<file path="src/rtl/mem_arbiter_if.sv">
// Bundle of requester, memory and arbiter signals between the I/D requesters, the arbiter and main memory.
`timescale 1ns/1ps
interface mem_arbiter_if #(parameter int ADDR_W = 32);
  logic              ic_req_i;
  logic [ADDR_W-1:0] ic_addr_i;
  logic              ic_gnt_o;
  logic              ic_beat_valid_o;
  logic [63:0]       ic_beat_o;
  logic              ic_done_o;
  logic              dc_req_i;
  logic              dc_we_i;
  logic [ADDR_W-1:0] dc_addr_i;
  logic [31:0]       dc_wdata_i;
  logic              dc_gnt_o;
  logic              dc_rvalid_o;
  logic [31:0]       dc_rdata_o;
  logic              mem_req_o;
  logic              mem_we_o;
  logic              mem_burst_o;
  logic [ADDR_W-1:0] mem_addr_o;
  logic [31:0]       mem_wdata_o;
  logic              mem_ready_i;
  logic              mem_rvalid_i;
  logic [63:0]       mem_rdata_i;

  // Arbiter side.
  modport slave (
    input  ic_req_i, ic_addr_i, dc_req_i, dc_we_i, dc_addr_i, dc_wdata_i,
           mem_ready_i, mem_rvalid_i, mem_rdata_i,
    output ic_gnt_o, ic_beat_valid_o, ic_beat_o, ic_done_o,
           dc_gnt_o, dc_rvalid_o, dc_rdata_o,
           mem_req_o, mem_we_o, mem_burst_o, mem_addr_o, mem_wdata_o
  );

  // Requester / memory side.
  modport master (
    output ic_req_i, ic_addr_i, dc_req_i, dc_we_i, dc_addr_i, dc_wdata_i,
           mem_ready_i, mem_rvalid_i, mem_rdata_i,
    input  ic_gnt_o, ic_beat_valid_o, ic_beat_o, ic_done_o,
           dc_gnt_o, dc_rvalid_o, dc_rdata_o,
           mem_req_o, mem_we_o, mem_burst_o, mem_addr_o, mem_wdata_o
  );
endinterface

</file>
<file path="src/rtl/mem_arbiter.sv">
// Round-robin arbiter sharing one memory port between I-cache refill bursts and single data accesses.
// Grants one cycle after an idle-state request; responses one cycle after each memory beat.
`timescale 1ns/1ps
module mem_arbiter #(
  parameter int BURST_BEATS = 8,
  parameter int ADDR_W      = 32
) (
  input  logic          clk_i,
  input  logic          reset_ni,
  mem_arbiter_if.slave  bus
);
  localparam int CNT_W = $clog2(BURST_BEATS);
  localparam logic [ADDR_W-1:0] BLK_MASK = ~ADDR_W'(BURST_BEATS * 8 - 1);

  typedef enum logic [1:0] {IDLE, IC_BURST, DC_ACCESS} state_t;

  state_t           state;
  logic             last_ic;
  logic [CNT_W-1:0] beat_cnt;
  logic             hi_half;
  logic             beat_in;

  // Beats that arrive while the request is still outstanding are not ours to take.
  assign beat_in = bus.mem_rvalid_i && !bus.mem_req_o;

  always_ff @(posedge clk_i or negedge reset_ni) begin
    if (!reset_ni) begin
      state               <= IDLE;
      last_ic             <= 1'b1;
      beat_cnt            <= '0;
      hi_half             <= 1'b0;
      bus.ic_gnt_o        <= 1'b0;
      bus.ic_beat_valid_o <= 1'b0;
      bus.ic_beat_o       <= '0;
      bus.ic_done_o       <= 1'b0;
      bus.dc_gnt_o        <= 1'b0;
      bus.dc_rvalid_o     <= 1'b0;
      bus.dc_rdata_o      <= '0;
      bus.mem_req_o       <= 1'b0;
      bus.mem_we_o        <= 1'b0;
      bus.mem_burst_o     <= 1'b0;
      bus.mem_addr_o      <= '0;
      bus.mem_wdata_o     <= '0;
    end else begin
      bus.ic_gnt_o        <= 1'b0;
      bus.ic_beat_valid_o <= 1'b0;
      bus.ic_done_o       <= 1'b0;
      bus.dc_gnt_o        <= 1'b0;
      bus.dc_rvalid_o     <= 1'b0;
      if (bus.mem_req_o && bus.mem_ready_i) begin
        bus.mem_req_o <= 1'b0;
      end
      case (state)
        IDLE: begin
          // On a tie the side that did not win last time goes first.
          if (bus.ic_req_i && (!bus.dc_req_i || !last_ic)) begin
            state           <= IC_BURST;
            last_ic         <= 1'b1;
            bus.ic_gnt_o    <= 1'b1;
            bus.mem_req_o   <= 1'b1;
            bus.mem_burst_o <= 1'b1;
            bus.mem_we_o    <= 1'b0;
            bus.mem_addr_o  <= bus.ic_addr_i & BLK_MASK;
          end else if (bus.dc_req_i) begin
            state           <= DC_ACCESS;
            last_ic         <= 1'b0;
            bus.dc_gnt_o    <= 1'b1;
            bus.mem_req_o   <= 1'b1;
            bus.mem_burst_o <= 1'b0;
            bus.mem_we_o    <= bus.dc_we_i;
            bus.mem_addr_o  <= bus.dc_addr_i;
            bus.mem_wdata_o <= bus.dc_wdata_i;
            hi_half         <= bus.dc_addr_i[2];
          end
        end
        IC_BURST: begin
          if (beat_in) begin
            bus.ic_beat_valid_o <= 1'b1;
            bus.ic_beat_o       <= bus.mem_rdata_i;
            beat_cnt            <= beat_cnt + CNT_W'(1);
            if (beat_cnt == CNT_W'(BURST_BEATS - 1)) begin
              bus.ic_done_o <= 1'b1;
              state         <= IDLE;
            end
          end
        end
        DC_ACCESS: begin
          if (beat_in) begin
            bus.dc_rvalid_o <= 1'b1;
            bus.dc_rdata_o  <= hi_half ? bus.mem_rdata_i[63:32] : bus.mem_rdata_i[31:0];
            state           <= IDLE;
          end
        end
        default: state <= IDLE;
      endcase
    end
  end
endmodule

</file>
<file path="src/flat_wrapper.sv">
// flat-port wrapper written by rule: the top's interface ports become plain ports
module mem_arbiter_flat 
#(
  parameter int BURST_BEATS = 8,
  parameter int ADDR_W      = 32
)
  (clk_i, reset_ni, bus_ic_req_i, bus_ic_addr_i, bus_dc_req_i, bus_dc_we_i, bus_dc_addr_i, bus_dc_wdata_i, bus_mem_ready_i, bus_mem_rvalid_i, bus_mem_rdata_i, bus_ic_gnt_o, bus_ic_beat_valid_o, bus_ic_beat_o, bus_ic_done_o, bus_dc_gnt_o, bus_dc_rvalid_o, bus_dc_rdata_o, bus_mem_req_o, bus_mem_we_o, bus_mem_burst_o, bus_mem_addr_o, bus_mem_wdata_o);
  mem_arbiter_if #(.ADDR_W(ADDR_W)) bus_i ();
  input  logic clk_i;
  input  logic reset_ni;
  input wire logic [$bits(bus_i.ic_req_i)-1:0] bus_ic_req_i;
  input wire logic [$bits(bus_i.ic_addr_i)-1:0] bus_ic_addr_i;
  input wire logic [$bits(bus_i.dc_req_i)-1:0] bus_dc_req_i;
  input wire logic [$bits(bus_i.dc_we_i)-1:0] bus_dc_we_i;
  input wire logic [$bits(bus_i.dc_addr_i)-1:0] bus_dc_addr_i;
  input wire logic [$bits(bus_i.dc_wdata_i)-1:0] bus_dc_wdata_i;
  input wire logic [$bits(bus_i.mem_ready_i)-1:0] bus_mem_ready_i;
  input wire logic [$bits(bus_i.mem_rvalid_i)-1:0] bus_mem_rvalid_i;
  input wire logic [$bits(bus_i.mem_rdata_i)-1:0] bus_mem_rdata_i;
  output wire logic [$bits(bus_i.ic_gnt_o)-1:0] bus_ic_gnt_o;
  output wire logic [$bits(bus_i.ic_beat_valid_o)-1:0] bus_ic_beat_valid_o;
  output wire logic [$bits(bus_i.ic_beat_o)-1:0] bus_ic_beat_o;
  output wire logic [$bits(bus_i.ic_done_o)-1:0] bus_ic_done_o;
  output wire logic [$bits(bus_i.dc_gnt_o)-1:0] bus_dc_gnt_o;
  output wire logic [$bits(bus_i.dc_rvalid_o)-1:0] bus_dc_rvalid_o;
  output wire logic [$bits(bus_i.dc_rdata_o)-1:0] bus_dc_rdata_o;
  output wire logic [$bits(bus_i.mem_req_o)-1:0] bus_mem_req_o;
  output wire logic [$bits(bus_i.mem_we_o)-1:0] bus_mem_we_o;
  output wire logic [$bits(bus_i.mem_burst_o)-1:0] bus_mem_burst_o;
  output wire logic [$bits(bus_i.mem_addr_o)-1:0] bus_mem_addr_o;
  output wire logic [$bits(bus_i.mem_wdata_o)-1:0] bus_mem_wdata_o;
  assign bus_i.ic_req_i = bus_ic_req_i;
  assign bus_i.ic_addr_i = bus_ic_addr_i;
  assign bus_i.dc_req_i = bus_dc_req_i;
  assign bus_i.dc_we_i = bus_dc_we_i;
  assign bus_i.dc_addr_i = bus_dc_addr_i;
  assign bus_i.dc_wdata_i = bus_dc_wdata_i;
  assign bus_i.mem_ready_i = bus_mem_ready_i;
  assign bus_i.mem_rvalid_i = bus_mem_rvalid_i;
  assign bus_i.mem_rdata_i = bus_mem_rdata_i;
  assign bus_ic_gnt_o = bus_i.ic_gnt_o;
  assign bus_ic_beat_valid_o = bus_i.ic_beat_valid_o;
  assign bus_ic_beat_o = bus_i.ic_beat_o;
  assign bus_ic_done_o = bus_i.ic_done_o;
  assign bus_dc_gnt_o = bus_i.dc_gnt_o;
  assign bus_dc_rvalid_o = bus_i.dc_rvalid_o;
  assign bus_dc_rdata_o = bus_i.dc_rdata_o;
  assign bus_mem_req_o = bus_i.mem_req_o;
  assign bus_mem_we_o = bus_i.mem_we_o;
  assign bus_mem_burst_o = bus_i.mem_burst_o;
  assign bus_mem_addr_o = bus_i.mem_addr_o;
  assign bus_mem_wdata_o = bus_i.mem_wdata_o;
  mem_arbiter #(.BURST_BEATS(BURST_BEATS), .ADDR_W(ADDR_W)) u_core (.clk_i(clk_i), .reset_ni(reset_ni), .bus(bus_i));
endmodule
</file>
<file path="config.mk">
export PLATFORM = sky130hd
export DESIGN_NAME = mem_arbiter_flat
export DESIGN_NICKNAME = d
export VERILOG_FILES = /design/src/rtl/mem_arbiter_if.sv /design/src/rtl/mem_arbiter.sv /design/src/flat_wrapper.sv
export SDC_FILE = /design/constraint.sdc
export NUM_CORES = 1
export LEC_CHECK = 0
export BUFFER_PORTS_ARGS = -buffer_cell sky130_fd_sc_hd__buf_4
export CORE_AREA = 2 2 130 132
export CTS_BUF_LIST = sky130_fd_sc_hd__clkbuf_16
export DETAILED_ROUTE_END_ITERATION = 12
export DIE_AREA = 0 0 132 134
export MAX_ROUTING_LAYER = met4
export PLACE_DENSITY = 0.76
export SLEW_MARGIN = 10
export SYNTH_ARGS = -nofsm -noshare
export SYNTH_HDL_FRONTEND = slang
export SYNTH_SLANG_ARGS = --single-unit
export TNS_END_PERCENT = 10
</file>
<file path="constraint.sdc">
create_clock -name clk_i -period 3.3 [get_ports clk_i]
set_input_delay 0.66 -clock clk_i [delete_from_list [all_inputs] [get_ports clk_i]]
set_output_delay 0.66 -clock clk_i [all_outputs]
set_load 0.1 [all_outputs]
</file>
==> impl_metrics.toml, run 1 <==
[global_routing]
grt_first_pass_wirelength_mm = 29.8
grt_antenna_before_repair = 0
grt_max_degree = 66
grt_usage_pct = 22.1
grt_pass1_vias = 5585
overflow = 0

[timing]
finalCritPeriodShare_pct = 61.7
setup_viol_count_final = 0
tns_ps = 0
worst_pin_slew_ps = 887
rsz0062_at_grt = "false"
layout_setup_ws_ps = 1270
maxSlewViolCount = 0
hold_violations = 0
skew_ps = 7.43
finalCriticalPeriod_ps = 2040
relSlewSlack_pct = 40.9
max_freq_mhz = 491
holdWs_ps = 211

[setup_path]
crit_path_start_kind = "flop"
cp_max_fo = 27
arrival_ps = 2340
slowest_stage = "and3_2"
critPathKind = "flop to flop"
end_kind = "flop"
worstPathCellList = "nor2b_1 > and3_2 > buf_12 > mux2_2"
crit_buf_inv = 1
critPathMaxStageDelay_ps = 630
worstPathRequired_ps = 3600
crit_family = "simple AND/OR/NAND/NOR gates"

[route]
vias_per_cell = 5.00
drt_wl_total_mm = 18.9
dr.pass1.iters = 4
wl_per_cell_um = 17.2
drt_iter0_drc = 225
vias = 5495
ant_nets = 0
drc_errors = 0

[cts]
numClockSinks = 175
cts_hold_buf = 0
clk_path_buf_depth = 2
cts_resized = 0
cts-root-buf = "clkbuf_16"
postCtsSetupBuffers = 0
h-tree-depth = 4
cts_buffers = 17
clock_latency_ps = 420
cts.clk_slew.worst_paths_ps = 70
tritoncts = "built"

[logic_synthesis]
syn-num-nets = 713
synth.cell_area_um2 = 7120
yosys_warnings = 0
syn_avg_cell_area_um2 = 13.1
netlist_instances = 544
yosysTopAreaCellShare_pct = 61.1
synth_area_leader_cell = "dfrtp_1"
ys_types = 34
ys_seq_area_share_pct = 61.5
synth_seq_cells = 175
synth_area_leaders = "dfrtp_1, mux2_2, mux2i_1"

[status]
outcome = "complete, no violations"

[finish]
diodes = 0
layout_commonest_cell = "buf_4"
area_growth_pct = 45.2
layout.nets = 1036
layout-drive-gt1-share_pct = 53.0
layout_common_cells = "buf_4, dfrtp_1, mux2_2, a21oi_1, nand2_1"
finish.utilization_pct = 63.5

[floorplan]
die_x_um = 132
dieArea_um2 = 17700
coreArea_um2 = 16300
initial_core_util_pct = 43.7
die_h_um = 134
io_pins = 335
row_count = 47

[placed_design]
dpl_worst_slack_ps = 920
io_buffers = 328
dp_hpwl_mm = 13.8
gp_congestion = 0.785

[hold_path]
hold_path.class = "input port to async pin"

[run]
maxCapViolations = 0
-- worst register-to-register path, cell delays in order (launching register included) --
cell,delay [ps]
dfrtp_1,420
nor2b_1,200
and3_2,630
buf_12,300
mux2_2,370
-- per-stage QoR --
step	instances	cell area [um2]
final	1100	10300
after global routing	1100	10300
after CTS	1100	10300
after detailed placement	1068	9760
after global placement	1068	9760
after floorplan	544	7120
-- flip-flops by register name (all words and copies together) (netlist names) --
| register | cells |
|---|---|
| u_core.bus.mem_we_o | 1 |
| u_core.bus.mem_wdata_o | 32 |
| u_core.bus.dc_gnt_o | 1 |
| u_core.bus.mem_burst_o | 1 |
| u_core.bus.ic_beat_o | 64 |
| u_core.bus.dc_rdata_o | 32 |
| u_core.state | 2 |
| u_core.bus.ic_beat_valid_o | 1 |
| u_core.last_ic | 1 |
| u_core.beat_cnt | 3 |
| u_core.bus.ic_done_o | 1 |
| u_core.bus.ic_gnt_o | 1 |
| u_core.bus.mem_addr_o | 32 |
| u_core.bus.mem_req_o | 1 |
| u_core.bus.dc_rvalid_o | 1 |
| u_core.hi_half | 1 |
-- synth_stat cells --
master	n
dfrtp_1	174
mux2_2	74
a21oi_1	58
nand2_1	54
nor2_1	34
mux2i_1	32
a31oi_1	26
buf_2	15
mux2_1	15
mux2_4	10
buf_6	9
clkbuf_1	9
a22o_1	8
buf_4	4
and2_1	2
ha_1	2
a21bo_2	1
a21boi_2	1
a21o_1	1
a311oi_1	1
and3_1	1
and3b_1	1
and4bb_2	1
buf_8	1
dfstp_2	1
inv_1	1
inv_2	1
nor2b_1	1
nor2b_2	1
nor3_1	1
o21ai_0	1
o32ai_1	1
or2_1	1
xor2_1	1
-- routing by layer --
metal | wire [um] | vias up | share of wire [%] | global-route usage [%]
met3 | 1000 | 43 | 5.3 | 5.06
li1 | - | 2564 | - | -
met4 | 643 | 0 | 3.4 | 9.66
met2 | 9770 | 225 | 52 | 36.9
met1 | 7460 | 2663 | 40 | 25.8
met5 | 0 | - | 0 | -
-- area by class of cell --
| cell class | count | area (um2) |
|---|---|---|
| fillers | 1333 | 5950 |
| flip-flops and latches | 175 | 4380 |
| clock buffers | 17 | 425 |
| multi-input cells | 329 | 2480 |
| clock inverters | 15 | 161 |
| inverters | 2 | 7.51 |
| well taps | 220 | 275 |
| repair buffers | 342 | 2610 |
-- path summary, 6_finish.rpt --
| kind | slack [ps] | endpoint | cells after the start | startpoint |
|---|---|---|---|---|
| worst min register to register | 480 | u_core.bus.mem_burst_o | 1 | u_core.bus.mem_burst_o |
| max in group asynchronous | 2250 | u_core.bus.ic_beat_o[54] | 2 | reset_ni |
| worst max register to register | 1270 | u_core.bus.ic_beat_o[29] | 4 | u_core.bus.mem_req_o |
| min in group clk_i | 440 | u_core.bus.mem_req_o | 2 | bus_mem_ready_i |
| worst max-delay path | 1270 | u_core.bus.ic_beat_o[29] | 4 | u_core.bus.mem_req_o |
| worst min-delay path | 210 | u_core.bus.dc_rdata_o[3] | 1 | reset_ni |
-- kinds of logic (layout without fill, tap and decap cells) --
kind of cell | count (synthesis) | count (layout) | share of synthesized area, %
AOI/OAI and AO/OA | 98 | 98 | 8.07
muxes | 131 | 131 | 20.7
DFF | 175 | 175 | 61.5
buffers and inverters | 40 | 376 | 3.69
xor gates and xnor gates | 1 | 1 | 0.123
adders and majority gates | 2 | 2 | 0.351
and+or+nand+nor | 97 | 97 | 5.57
Power of run 1 is not shown: default switching activity piles up to over one toggle a cycle in this logic, so the estimate is an artifact.
==> inputs of run 2 (changes only) <==
==> constraint.sdc (replaced) <==
create_clock -name clk_i -period 2.1 [get_ports clk_i]
set_input_delay 0.42 -clock clk_i [delete_from_list [all_inputs] [get_ports clk_i]]
set_output_delay 0.42 -clock clk_i [all_outputs]
set_load 0.1 [all_outputs]
==> impl_metrics.toml, run 2 (synthesized netlist as in run 1, its figures left out) <==
[timing]
hold_violations = 0
skew_ps = 8.68
setup_viol_count_final = 0
tns_ps = 0
layout_setup_ws_ps = 344
worst_pin_slew_ps = 564
rsz0062_at_grt = "false"
finalCritPeriodShare_pct = 83.6
relSlewSlack_pct = 62.4
finalCriticalPeriod_ps = 1760
max_freq_mhz = 570
maxSlewViolCount = 0

[finish]
fin_area_um2 = 10400
area_growth_pct = 45.5
layout_commonest_cell = "buf_4"
finish.utilization_pct = 63.6
largest_reg_flops = 64
layout_common_cells = "buf_4, dfrtp_1, mux2_2, a21oi_1, nand2_1"
diodes = 0
top_register = "u_core.bus.ic_beat_o"
layout.nets = 1039
layout-drive-gt1-share_pct = 53.1

[global_routing]
grt_max_degree = 66
grt_first_pass_wirelength_mm = 29.6
grt_antenna_before_repair = 0
use_met1_pct = 25.6
grt_busiest_layer = "met2"
use_met2_pct = 37.4
grt_usage_pct = 22.1
grt_util_met3_pct = 4.57
grt_pass1_vias = 5524
overflow = 0

[setup_path]
crit_path_start_kind = "flop"
slowest_stage = "dfrtp_2"
rrSetupSlack_ps = 340
r2r_end = "u_core.bus.ic_beat_o[26]"
r2r-start = "u_core.bus.mem_req_o"
cp-endpoint = "u_core.bus.ic_beat_o[26]"
arrival_ps = 2060
end_kind = "flop"
cp_max_fo = 55
reg2regPathDepth = 4
worstPathRequired_ps = 2400
critPathMaxStageDelay_ps = 420
critPathKind = "flop to flop"
crit_start = "u_core.bus.mem_req_o"
worstPathCellList = "nor2b_1 > and3_2 > buf_12 > mux2_2"

[cts]
clk_path_buf_depth = 2
cts.clk_slew.worst_paths_ps = 60
h-tree-depth = 4
cts_buffers = 17
clock_latency_ps = 420
numClockSinks = 175
tritoncts = "built"
cts-root-buf = "clkbuf_16"
postCtsSetupBuffers = 0

[placed_design]
dp_hpwl_mm = 13.8
dpl_worst_slack_ps = 267
place_area_um2 = 9810
gp_congestion = 0.793
io_buffers = 328

[floorplan]
die_x_um = 132
row_count = 47
die_h_um = 134
dieArea_um2 = 17700
initial_core_util_pct = 43.7
io_pins = 335
coreArea_um2 = 16300

[route]
vias_per_cell = 4.96
drt_wl_total_mm = 18.9
ant_nets = 0
wl_per_cell_um = 17.1
vias = 5469
dr.pass1.iters = 4
drc_errors = 0
drt_iter0_drc = 246

[run]
maxCapViolations = 0

[status]
outcome = "complete, no violations"

[hold_path]
hold_path.class = "input port to flop"
## run 2: final cells by class
class                           count  area, um2
Clock buffer                       17        425
Timing Repair Buffer              345       2670
Multi-Input combinational cell    329       2480
Sequential cell                   175       4380
Fill cell                        1314       5930
Clock inverter                     14        116
Tap cell                          220        275
Inverter                            2       7.51
## run 2: worst min-delay path by stage
stage | start | endpoint | slack, ps | cells past startpoint
floorplan | reset_ni | u_core.beat_cnt[0] | 120 | 0
global placement | reset_ni | u_core.bus.dc_rdata_o[18] | 370 | 1
detailed placement | reset_ni | u_core.bus.dc_rdata_o[18] | 360 | 1
CTS | bus_mem_ready_i | u_core.bus.mem_req_o | 150 | 2
global route | bus_mem_ready_i | u_core.bus.mem_req_o | 170 | 2
finish | bus_mem_ready_i | u_core.bus.mem_req_o | 170 | 2
## run 2: critical path: cells and delay by family, from the launching register on
| kind | cells | cell delay (ps) |
|---|---|---|
| multiplexers | 1 | 390 |
| flip-flops | 1 | 420 |
| buffers and inverters | 1 | 290 |
| AND/OR/NAND/NOR | 2 | 460 |
## run 2: metal layers
metal | part of all wire (%) | up-vias
met3 | 4.9 | 39
met5 | 0 | -
met4 | 3.2 | 0
li1 | - | 2571
met2 | 52 | 200
met1 | 40 | 2659
## run 2: repair_timing
action / 4_1_cts / 5_1_grt
endpoints found under the hold margin: 38 / 0
resized for setup: 0 / 0
hold buffers: 1 / 0
## run 2: per-stage QoR
| step | hold slack, ps | instances |
|---|---|---|
| floorplan | 124 | 544 |
| global placement | 370 | 1070 |
| detailed placement | 362 | 1070 |
| CTS | 150 | 1102 |
| global route | 170 | 1102 |
| finish | 168 | 1102 |
Power of run 2 is left out for the same reason.
